==> src/rtl/lsu_pkg.sv <==
// Shared types and constants for the load/store unit.
// State encoding, RV32I funct3/opcode values and the latched request bundle.
package lsu_pkg;

    typedef enum logic [1:0] {
        IDLE,
        REQ,
        RESP,
        DONE
    } lsu_state_e;

    localparam logic [2:0] F3_B  = 3'b000;
    localparam logic [2:0] F3_H  = 3'b001;
    localparam logic [2:0] F3_W  = 3'b010;
    localparam logic [2:0] F3_BU = 3'b100;
    localparam logic [2:0] F3_HU = 3'b101;

    localparam logic [6:0] OP_LOAD  = 7'b0000011;
    localparam logic [6:0] OP_STORE = 7'b0100011;

    typedef struct packed {
        logic [31:0] addr;
        logic [2:0]  f3;
        logic        we;
        logic [3:0]  wstrb;
        logic [31:0] wdata;
    } lsu_req_t;

endpackage

==> src/rtl/lsu_align.sv <==
// Byte-lane steering for stores, load extraction/extension
// and the natural-alignment check.
module lsu_align
    import lsu_pkg::*;
(
    input  logic [2:0]  funct3,
    input  logic [1:0]  addr_lo,
    input  logic [31:0] store_data,
    input  logic [31:0] rdata,
    output logic [3:0]  wstrb,
    output logic [31:0] wdata,
    output logic [31:0] load_data,
    output logic        aligned
);

    logic        is_b;
    logic        is_h;
    logic [7:0]  lb;
    logic [15:0] lh;

    assign is_b = (funct3 == F3_B) || (funct3 == F3_BU);
    assign is_h = (funct3 == F3_H) || (funct3 == F3_HU);
    assign lb   = rdata[{addr_lo, 3'b000} +: 8];
    assign lh   = rdata[{addr_lo[1], 4'b0000} +: 16];

    always_comb begin
        wstrb   = 4'b1111;
        wdata   = store_data;
        aligned = (addr_lo == 2'b00);
        unique case (1'b1)
            is_b: begin
                wstrb   = 4'b0001 << addr_lo;
                wdata   = {4{store_data[7:0]}};
                aligned = 1'b1;
            end
            is_h: begin
                wstrb   = 4'b0011 << {addr_lo[1], 1'b0};
                wdata   = {2{store_data[15:0]}};
                aligned = ~addr_lo[0];
            end
            default: ;
        endcase
    end

    // Unknown funct3 values behave as a plain word access.
    always_comb begin
        load_data = rdata;
        unique case (funct3)
            F3_B:    load_data = {{24{lb[7]}}, lb};
            F3_BU:   load_data = {24'b0, lb};
            F3_H:    load_data = {{16{lh[15]}}, lh};
            F3_HU:   load_data = {16'b0, lh};
            default: load_data = rdata;
        endcase
    end

endmodule

==> src/rtl/load_store_unit.sv <==
// Multi-cycle data-memory access stage: one bus transaction per
// load/store, core held via stall until the access completes.
module load_store_unit
    import lsu_pkg::*;
#(
    parameter int TIMEOUT = 64
) (
    input  logic        clk,
    input  logic        rst_n,
    input  logic        mem_read,
    input  logic        mem_write,
    input  logic [2:0]  funct3,
    input  logic [31:0] address,
    input  logic [31:0] store_data,
    output logic [31:0] read_data,
    output logic        stall,
    output logic        misaligned,
    output logic        bus_error,
    output logic        bus_valid,
    input  logic        bus_ready,
    output logic [31:0] bus_addr,
    output logic        bus_we,
    output logic [3:0]  bus_wstrb,
    output logic [31:0] bus_wdata,
    input  logic [31:0] bus_rdata,
    input  logic        bus_rvalid
);

    localparam logic [7:0] TMAX = 8'(TIMEOUT - 1);

    lsu_state_e  state;
    lsu_req_t    req_q;
    logic [7:0]  cnt;
    logic [31:0] rdata_q;
    logic        err_q;

    logic        access;
    logic        idle;
    logic        expired;
    logic [2:0]  al_f3;
    logic [1:0]  al_lo;
    logic [3:0]  al_wstrb;
    logic [31:0] al_wdata;
    logic [31:0] al_load;
    logic        al_aligned;

    assign access  = mem_read | mem_write;
    assign idle    = (state == IDLE);
    assign expired = (cnt >= TMAX);

    // Live inputs are checked/steered in IDLE; latched ones afterwards.
    assign al_f3 = idle ? funct3 : req_q.f3;
    assign al_lo = idle ? address[1:0] : req_q.addr[1:0];

    lsu_align u_align (
        .funct3     (al_f3),
        .addr_lo    (al_lo),
        .store_data (store_data),
        .rdata      (bus_rdata),
        .wstrb      (al_wstrb),
        .wdata      (al_wdata),
        .load_data  (al_load),
        .aligned    (al_aligned)
    );

    always_ff @(posedge clk or negedge rst_n) begin
        if (!rst_n) begin
            state   <= IDLE;
            req_q   <= '0;
            cnt     <= '0;
            rdata_q <= '0;
            err_q   <= 1'b0;
        end else begin
            err_q <= 1'b0;
            unique case (state)
                IDLE: begin
                    if (access && al_aligned) begin
                        req_q.addr  <= address;
                        req_q.f3    <= funct3;
                        req_q.we    <= mem_write;
                        req_q.wstrb <= mem_write ? al_wstrb : 4'b0000;
                        req_q.wdata <= al_wdata;
                        cnt         <= '0;
                        state       <= REQ;
                    end
                end
                REQ: begin
                    cnt <= cnt + 8'd1;
                    if (bus_ready) begin
                        state <= RESP;
                    end else if (expired) begin
                        rdata_q <= '0;
                        err_q   <= 1'b1;
                        state   <= DONE;
                    end
                end
                RESP: begin
                    cnt <= cnt + 8'd1;
                    if (bus_rvalid) begin
                        rdata_q <= req_q.we ? 32'b0 : al_load;
                        state   <= DONE;
                    end else if (expired) begin
                        rdata_q <= '0;
                        err_q   <= 1'b1;
                        state   <= DONE;
                    end
                end
                DONE: state <= IDLE;
                default: state <= IDLE;
            endcase
        end
    end

    // Gated by rst_n so the core is released the instant reset asserts.
    assign stall      = rst_n & access & al_aligned & (state != DONE);
    assign misaligned = rst_n & idle & access & ~al_aligned;
    assign bus_error  = err_q;
    assign read_data  = (state == DONE) ? rdata_q : 32'b0;

    assign bus_valid = (state == REQ);
    assign bus_addr  = {req_q.addr[31:2], 2'b00};
    assign bus_we    = req_q.we;
    assign bus_wstrb = req_q.wstrb;
    assign bus_wdata = req_q.wdata;

endmodule

==> config.mk <==
export PLATFORM = sky130hd
export DESIGN_NAME = load_store_unit
export DESIGN_NICKNAME = d
export VERILOG_FILES = /design/src/rtl/lsu_pkg.sv /design/src/rtl/lsu_align.sv /design/src/rtl/load_store_unit.sv
export SDC_FILE = /design/constraint.sdc
export NUM_CORES = 1
export LEC_CHECK = 0
export CAP_MARGIN = 20
export CORE_ASPECT_RATIO = 1.2
export CORE_UTILIZATION = 47
export DETAILED_ROUTE_END_ITERATION = 7
export GPL_TIMING_DRIVEN = 0
export PLACE_DENSITY_LB_ADDON = 0.25
export SYNTH_ARGS = -nofsm -noshare
export SYNTH_HDL_FRONTEND = slang
export SYNTH_SLANG_ARGS = --single-unit
==> constraint.sdc <==
create_clock -name clk -period 3.28 [get_ports clk]
set_clock_uncertainty 0.15 [all_clocks]
set_input_delay 0.492 -clock clk [delete_from_list [all_inputs] [get_ports clk]]
set_output_delay 0.492 -clock clk [all_outputs]
set_load 0.005 [all_outputs]
==> flow_summary.json <==
{
  "wl_per_cell_um": 17.60,
  "port_buffers": 207,
  "dp_hpwl_um": 13650,
  "synthArstFlopShare_pct": 100.0,
  "first_pass_iters": 5,
  "synth_edf_count": 0,
  "grt_overflow": 0,
  "cts_tree": "done",
  "std_cell_rows": 46,
  "p_per_area_nw_per_um2": 984.7,
  "fin_nets": 960,
  "tightest_slew_ns": 0.7677,
  "arrival_ns": 2.52,
  "ys_seq_area_share_pct": 44.89,
  "rr_startpoint": "state[0]",
  "ir_worst_vdd_uv": 501.4,
  "pwr-share-comb_pct": 53.8,
  "area_delta_synth_final_pct": 45.65,
  "cts_inserted_buffers": 17,
  "final_common_cell": "clkdlybuf4s50_1",
  "grt_pass1_vias": 5791,
  "drc": 0,
  "end_kind": "output port",
  "h-tree-depth": 4,
  "drive_above_1_share_pct": 15.93,
  "reg2reg_to": "bus_wdata[27]",
  "outcome": "finished clean",
  "wl_um": 18090,
  "root_buffer": "clkbuf_16",
  "gr-usage-all-layers_pct": 26.85,
  "setup_viol": 0,
  "min_path_cells": 1,
  "final-hold-violation-count": 0,
  "netlist_instances": 617,
  "swShare_pct": 36.65,
  "synth_cell_type_count": 57,
  "cp.required_ns": 2.64,
  "avgSynthCellArea_um2": 10.39,
  "grt_antenna_before_repair": 0,
  "p_sw_mw": 3.370,
  "via_per_inst": 5.536,
  "critical_path_class": "flip-flop to output port",
  "drv_slew": 0,
  "synth-seq-cells": 115,
  "yosysWarnings": 0,
  "setup.worst_path.start_class": "flip-flop",
  "clkPwrFrac_pct": 18.3,
  "core_area_um2": 13240,
  "register_area_um2": 2879,
  "die_h_um": 129.9,
  "clockBufferDepth": 2,
  "drt_iter0_drc": 331,
  "min_from": "rdata_q[2]",
  "drtAntennaViolNets": 0,
  "path_max_fanout": 4,
  "period_share_pct": 96.42,
  "ys.flop_type": "dfrtp_1",
  "layout_common_cells": "206 x clkdlybuf4s50_1, 114 x dfrtp_1, 72 x buf_4",
  "seq_power_share_pct": 27.9,
  "initial_core_util_pct": 48.43,
  "max_freq_mhz": 316.2,
  "grt_start_max_net_pins": 79,
  "setup_tns_ns": 0,
  "multi_input_area_um2": 2849,
  "die_width_um": 108.6,
  "netlist_area_um2": 6411,
  "finalWeightedCongestion": 0.8680,
  "clock-sinks": 115,
  "fin_util_pct": 70.54,
  "period_minus_slack_ns": 3.162,
  "hold_end": "rdata_q[2]",
  "die_area_um2": 14110,
  "rsz0062_at_grt": "false",
  "drv_cap": 0,
  "grt_first_pass_wirelength_um": 29000,
  "internal-power_mw": 5.825,
  "cts.clk_slew.worst_paths_ns": 0.05,
  "nFillCells": 998,
  "diodes": 0,
  "slew_headroom_pct": 48.51,
  "vias": 5691,
  "io_pins": 210,
  "hold_path.class": "flip-flop to flip-flop",
  "rr_worst_depth": 9,
  "regToRegSetupSlack_ns": 0.44,
  "leakage_nw": 4.222,
  "clk_latency_ns": 0.41
}
[kinds of logic (layout without fill, tap and decap cells)]
| logic type | after synthesis | after routing | share of synthesized area, % |
|---|---|---|---|
| flops | 115 | 115 | 44.89 |
| buf+inv | 107 | 349 | 11.10 |
| fa+ha+maj | 6 | 6 | 1.171 |
| compound gates | 142 | 142 | 16.16 |
| simple gates | 160 | 160 | 12.26 |
| mux | 85 | 85 | 14.23 |
| other cells | 1 | 2 | 0.05849 |
| xor+xnor | 1 | 1 | 0.1366 |
[how the worst max path moves through the flow]
stage,startpoint,endpoint,slack (ns),depth (start not counted)
after floorplan,state[0],bus_addr[10],0.93,8
after global placement,rst_n,misaligned,-3.14,4
after detailed placement,funct3[1],stall,0.0004,6
after CTS,state[0],stall,0.01,9
after global routing,state[1],stall,0.03,7
final,state[0],stall,0.12,7
[flip-flops by register name, indices dropped and copies added, names as in the netlist]
signal	cells
req_q	5
bus_wdata	32
bus_error	1
bus_wstrb	4
bus_addr	30
rdata_q	32
state	2
cnt	8
bus_we	1
[Yosys cell counts (2+ instances only)]
cell type	instances	area share, %
o22ai_1	8	0.78
buf_2	8	0.62
mux2_1	43	7.6
a21oi_1	8	0.62
a22o_1	9	1.2
or3_1	2	0.20
clkbuf_1	17	1.0
nor3_1	4	0.31
a32oi_2	2	0.51
ha_1	6	1.2
mux2i_1	36	5.6
a221oi_1	8	1.1
and2_1	35	3.4
nor2b_1	7	0.68
nand2_1	68	4.0
nor2_1	18	1.1
buf_6	5	0.88
buf_4	70	8.2
mux2_2	6	1.1
o21ai_1	25	2.0
o311ai_1	3	0.41
a21o_1	13	1.5
a221o_1	2	0.31
dfrtp_1	115	45
a211oi_1	6	0.70
o21a_1	2	0.23
a32o_1	16	2.5
nand3_1	12	0.94
nor3b_1	2	0.23
a22oi_1	8	0.94
o21ai_0	20	1.6
inv_1	3	0.18
buf_1	3	0.18
o21ai_2	2	0.27
nand2b_1	3	0.29
[area by class of cell]
cell class	instances	area share, %
plain buffers	102	7.463
clock buffers	20	4.784
clock inverters	10	0.9380
inverters	4	0.1608
multi-input cells	396	30.51
flip-flops and latches	115	30.83
well taps	168	2.251
repair buffers	213	23.06
[stage by stage]
| stage | hold WS [ns] | std cells | setup slack (ns) | cell area [um2] | total power [mW] |
|---|---|---|---|---|---|
| 2_1_floorplan | 0.04641 | 618 | 0.9302 | 6415 | 5.482 |
| 3_3_place_gp | 0.3028 | 993 | -3.142 | 8697 | 7.220 |
| 3_5_place_dp | 0.2815 | 994 | 0.0003968 | 8726 | 7.443 |
| 4_1_cts | 0.3215 | 1027 | 0.01348 | 9304 | 9.173 |
| 5_1_grt | 0.3271 | 1028 | 0.03242 | 9338 | 9.818 |
| 6_report | 0.3249 | 1028 | 0.1176 | 9338 | 9.195 |
[layer usage]
metal,global-route usage (%),up-vias,part of all wire [%]
met5,0,-,0
met4,10.10,0,2.5
met3,7.642,44,8.3
met2,45.83,250,50
met1,32.03,2785,39
li1,-,2612,-
[power by group through the flow]
stage               clock, mW  combinational (mW)  sequential, mW
detailed placement          0                4.87            2.57
floorplan                   0                3.06            2.42
global route             1.77                5.39            2.65
finish                   1.68                4.95            2.56
global placement            0                4.70            2.52
CTS                      1.70                4.92            2.56
[what timing repair did]
item	4_1_cts	5_1_grt
endpoints found under the hold margin	39	0
gates resized for setup	4	6
setup buffers	1	2
pin swaps	2	1
hold buffers	2	0
setup endpoints to repair	2	2
[critical path, cell delays in order (launching register included)]
cell	delay [ns]
dfrtp_1	0.42
inv_2	0.12
ha_4	0.18
or3b_4	0.39
nand3_1	0.08
nand4_1	0.20
nor3b_2	0.21
clkdlybuf4s50_1	0.52
Note: power is estimated with default switching activity, not from simulation.
